$ cat src/rtl/shift_sequencer_if.sv
// Start/busy/done handshake between pipeline control and the iterative shift sequencer.
// Operand, amount and op are presented with start; the result holds on Out until the next completion.
interface shift_sequencer_if #(
   parameter int WIDTH = 16,
   parameter int CNT_W = 4
);
   logic             start;
   logic [WIDTH-1:0] In;
   logic [CNT_W-1:0] Cnt;
   logic [1:0]       Op;
   logic             busy;
   logic             done;
   logic [WIDTH-1:0] Out;

   modport master (output start, In, Cnt, Op, input busy, done, Out);
   modport slave  (input start, In, Cnt, Op, output busy, done, Out);
endinterface

$ cat src/rtl/shift_sequencer.sv
// Iterative 1-bit-per-cycle rotate/shift unit; SHIFT_SEQ_DOUBLE_STEP_EN enables two steps per cycle.
// Latency Cnt+1 cycles (ceil(Cnt/2)+1 with double step); start is ignored while busy, no queueing.
module shift_sequencer #(
   parameter int WIDTH = 16,
   parameter int CNT_W = 4
) (
   input  logic              clk,
   input  logic              rst_n,
   shift_sequencer_if.slave  bus
);

   typedef enum logic [1:0] {IDLE, SHIFT, FINISH} state_t;

   state_t           state_q, state_d;
   logic [WIDTH-1:0] opnd_q,  opnd_d;
   logic [CNT_W-1:0] count_q, count_d;
   logic [1:0]       op_q,    op_d;
   logic [WIDTH-1:0] out_q,   out_d;
   logic             busy_q,  busy_d;
   logic             done_q,  done_d;

   function automatic logic [WIDTH-1:0] step1(input logic [WIDTH-1:0] v, input logic [1:0] op);
      case (op)
         2'b00:   step1 = {v[WIDTH-2:0], v[WIDTH-1]};
         2'b01:   step1 = {v[WIDTH-2:0], 1'b0};
         2'b10:   step1 = {v[0], v[WIDTH-1:1]};
         default: step1 = {1'b0, v[WIDTH-1:1]};
      endcase
   endfunction

   always_comb begin
      state_d = state_q;
      opnd_d  = opnd_q;
      count_d = count_q;
      op_d    = op_q;
      out_d   = out_q;
      busy_d  = busy_q;
      done_d  = 1'b0;
      case (state_q)
         IDLE: begin
            if (bus.start) begin
               opnd_d  = bus.In;
               count_d = bus.Cnt;
               op_d    = bus.Op;
               busy_d  = 1'b1;
               state_d = (bus.Cnt != '0) ? SHIFT : FINISH;
            end
         end
         SHIFT: begin
`ifdef SHIFT_SEQ_DOUBLE_STEP_EN
            if (count_q >= CNT_W'(2)) begin
               opnd_d  = step1(step1(opnd_q, op_q), op_q);
               count_d = count_q - CNT_W'(2);
            end else begin
               opnd_d  = step1(opnd_q, op_q);
               count_d = count_q - CNT_W'(1);
            end
            if (count_q <= CNT_W'(2)) begin
               state_d = FINISH;
            end
`else
            opnd_d  = step1(opnd_q, op_q);
            count_d = count_q - CNT_W'(1);
            if (count_q == CNT_W'(1)) begin
               state_d = FINISH;
            end
`endif
         end
         FINISH: begin
            // busy drops with done so control can issue the next start in the done cycle
            out_d   = opnd_q;
            done_d  = 1'b1;
            busy_d  = 1'b0;
            state_d = IDLE;
         end
         default: begin
            busy_d  = 1'b0;
            state_d = IDLE;
         end
      endcase
   end

   always_ff @(posedge clk or negedge rst_n) begin
      if (!rst_n) begin
         state_q <= IDLE;
         opnd_q  <= '0;
         count_q <= '0;
         op_q    <= '0;
         out_q   <= '0;
         busy_q  <= 1'b0;
         done_q  <= 1'b0;
      end else begin
         state_q <= state_d;
         opnd_q  <= opnd_d;
         count_q <= count_d;
         op_q    <= op_d;
         out_q   <= out_d;
         busy_q  <= busy_d;
         done_q  <= done_d;
      end
   end

   assign bus.busy = busy_q;
   assign bus.done = done_q;
   assign bus.Out  = out_q;

endmodule
$ cat src/flat_wrapper.sv
// flat-port wrapper written by rule: the top's interface ports become plain ports
module shift_sequencer_flat 
#(
   parameter int WIDTH = 16,
   parameter int CNT_W = 4
)
  (clk, rst_n, bus_start, bus_In, bus_Cnt, bus_Op, bus_busy, bus_done, bus_Out);
  shift_sequencer_if #(.WIDTH(WIDTH), .CNT_W(CNT_W)) bus_i ();
  input  logic clk;
  input  logic rst_n;
  input wire logic [$bits(bus_i.start)-1:0] bus_start;
  input wire logic [$bits(bus_i.In)-1:0] bus_In;
  input wire logic [$bits(bus_i.Cnt)-1:0] bus_Cnt;
  input wire logic [$bits(bus_i.Op)-1:0] bus_Op;
  output wire logic [$bits(bus_i.busy)-1:0] bus_busy;
  output wire logic [$bits(bus_i.done)-1:0] bus_done;
  output wire logic [$bits(bus_i.Out)-1:0] bus_Out;
  assign bus_i.start = bus_start;
  assign bus_i.In = bus_In;
  assign bus_i.Cnt = bus_Cnt;
  assign bus_i.Op = bus_Op;
  assign bus_busy = bus_i.busy;
  assign bus_done = bus_i.done;
  assign bus_Out = bus_i.Out;
  shift_sequencer #(.WIDTH(WIDTH), .CNT_W(CNT_W)) u_core (.clk(clk), .rst_n(rst_n), .bus(bus_i));
endmodule
$ cat config.mk
export PLATFORM = sky130hd
export DESIGN_NAME = shift_sequencer_flat
export DESIGN_NICKNAME = d
export VERILOG_FILES = /design/src/rtl/shift_sequencer_if.sv /design/src/rtl/shift_sequencer.sv /design/src/flat_wrapper.sv
export SDC_FILE = /design/constraint.sdc
export NUM_CORES = 1
export LEC_CHECK = 0
export ABC_CLOCK_PERIOD_IN_PS = 2450
export CAP_MARGIN = 10
export CORE_ASPECT_RATIO = 1.2
export CORE_MARGIN = 2
export CORE_UTILIZATION = 55
export DETAILED_ROUTE_END_ITERATION = 16
export GPL_TIMING_DRIVEN = 1
export PLACE_DENSITY = 0.86
export SETUP_SLACK_MARGIN = 0.02
export SLEW_MARGIN = 20
export SYNTH_ARGS = -nofsm -noshare
export SYNTH_HDL_FRONTEND = slang
export SYNTH_SLANG_ARGS = --single-unit
$ cat constraint.sdc
create_clock -name clk -period 2.45 [get_ports clk]
set_input_delay 0.245 -clock clk [delete_from_list [all_inputs] [get_ports clk]]
set_output_delay 0.245 -clock clk [all_outputs]
set_load 0.005 [all_outputs]
==> qor.yml <==
critPathLaunch: "u_core.state_q[0]"
fmax_mhz: 587
cts-root-buf: "clkbuf_8"
slew-limit-headroom: 0.390
io_pins: 43
die_w_um: 61.1
ys_seq_elements: 42
outcome: "completed"
synthCells: 190
hold_buffers: 0
setup_violations: 0
overflow: 0
p_leak_nw: 1.15
dieArea_um2: 4430
syn_area_um2: 2150
drv_cap: 0
syn_area_per_cell_um2: 11.3
globalplace.congestion: 0.824
crit_family: "flip-flops"
synth.distinct_cells: 38
start_util: 0.583
drt-vias-per-instance: 5.49
grt_pass1_vias: 1545
htreeDepth: 2
grt_max_degree: 43
synth_ff_type: "dfrtp_1"
drt_pass1_iterations: 4
powerDensity_nw_per_um2: 1280
clock_skew_ns: 0.00550
cts_tree: "built"
final_cell_mix: "42 x dfrtp_1, 41 x clkdlybuf4s50_1, 21 x nand2_1"
fin_crit_ns: 1.70
cts_setup_buffers: 0
peakVddDrop_mv: 0.953
synth-seq-area-share: 0.488
rows: 24
slowest_stage: "dfrtp_1"
rsz0062_at_grt: "false"
power_mw: 3.40
crit_chain: "nand2b_1 -> buf_4 -> mux2_4"
grt_usage: 0.217
drv_slew: 0
critPathMaxStageDelay_ns: 0.53
ctsLongestPathBuffers: 2
route.detailed.drc: 0
r2r_start: "u_core.state_q[0]"
clk_latency_ns: 0.29
postRouteAntennaNets: 0
first_iter_violations: 74
synth_warnings: 0
syn_nets: 217
tightest_slew_ns: 0.915
cts_made_buffers: 5
cp-start-kind: "register"
routed_wirelength_um: 4150
cp_data_required_time_ns: 2.63
drive_above_1_share: 0.190
hold_path.class: "primary input to asynchronous set/reset pin"
wl_per_cell_um: 14.7
synthArstFlopShare: 1.00
cts.sink_count: 42
grt_antenna_before_repair: 0
fin_nets: 257
vias: 1553
critical_path_arrival_ns: 1.89
synth-edff-count: 0
path_class: "register to register"
end_kind: "register"
core_area_um2: 3690
cp_max_fo: 9
area_growth_pct: 22.8
hold_viol_final: 0
grt_first_pass_wirelength_um: 7190
period_share: 0.696
setup_tns_ns: 0
critPathBufInv: 1
die_h_um: 72.5
antennaDiodeCount: 0
cts_resized: 0
fill_cells: 310
port_buffers: 42
hpwl_um: 2920
final_common_cell: "dfrtp_1"
clkTransAtPathRegs_ns: 0.08
[kinds of logic after synthesis]
group,Yosys count,synth area share
xor+xnor,1,0.00407
buf+inv,18,0.0598
fa+ha+maj,2,0.0116
flops,42,0.488
simple gates,70,0.167
compound gates,41,0.170
mux,16,0.0994
[Yosys cell counts (3+ instances only)]
master / instances / area [um^2]
a211oi_1: 11 / 82.6
a211oi_2: 3 / 37.5
and2b_1: 3 / 22.5
buf_2: 3 / 15.0
buf_4: 5 / 37.5
buf_6: 3 / 33.8
dfrtp_1: 42 / 1050
inv_1: 5 / 18.8
mux2_2: 7 / 78.8
mux2_4: 9 / 135
nand2_1: 21 / 78.8
nand3_1: 5 / 25.0
nor2_1: 17 / 63.8
nor2b_1: 13 / 81.3
o21ai_0: 3 / 15.0
o31ai_1: 7 / 52.6
o31ai_2: 9 / 113
[stage by stage]
stage / area [um^2] / setup WS (ns) / util / std cells / hold slack [ns]
global placement: 2550 / 0.786 / 0.691 / 275 / 0.427
detailed placement: 2550 / 0.727 / 0.691 / 275 / 0.432
CTS: 2650 / 0.728 / 0.716 / 283 / 0.113
floorplan: 2150 / 1.14 / - / 190 / -0.0506
finish: 2650 / 0.745 / 0.716 / 283 / 0.0856
global route: 2650 / 0.622 / 0.716 / 283 / 0.164
[where the power goes]
| part | internal [mW] | switching (mW) |
|---|---|---|
| combinational | 0.886 | 0.713 |
| sequential | 1.03 | 0.314 |
| clock | 0.227 | 0.223 |
[sequential cells by signal, summed over array words and instances, names as in the netlist]
name / count
u_core.bus.Out: 16
u_core.opnd_q: 16
u_core.count_q: 4
u_core.op_q: 2
u_core.state_q: 2
u_core.bus.busy: 1
u_core.bus.done: 1
[path summary, 6_finish.rpt]
path / end / slack, ns / depth (start not counted)
setup / recovery: u_core.bus.Out[7] / 0.75 / 3
hold / removal: u_core.bus.Out[6] / 0.09 / 1
setup reg to reg: u_core.bus.Out[7] / 0.75 / 3
hold reg to reg: u_core.bus.Out[0] / 0.51 / 1
max in group asynchronous: u_core.bus.busy / 1.80 / 1
min in group clk: u_core.op_q[1] / 0.51 / 3
[per-layer routing]
metal / part of all wire / routed length, um / up-vias / GRT usage
li1: - / - / 753 / -
met2: 0.48 / 1990 / 48 / 0.330
met1: 0.45 / 1850 / 741 / 0.295
met5: 0 / 0 / - / 0
met3: 0.052 / 215 / 11 / 0.0499
met4: 0.023 / 97 / 0 / 0.0894
[final cells by class]
cell class                      instances  area, um^2  area share
Sequential cell                        42        1050       0.397
Multi-Input combinational cell        130         973       0.368
Timing Repair Buffer                   46         445       0.168
Clock buffer                            7        86.3      0.0326
Tap cell                               52        65.1      0.0246
Inverter                                5        18.8     0.00710
Clock inverter                          1        5.00     0.00189
No activity file was read; power rests on OpenSTA's default activity.
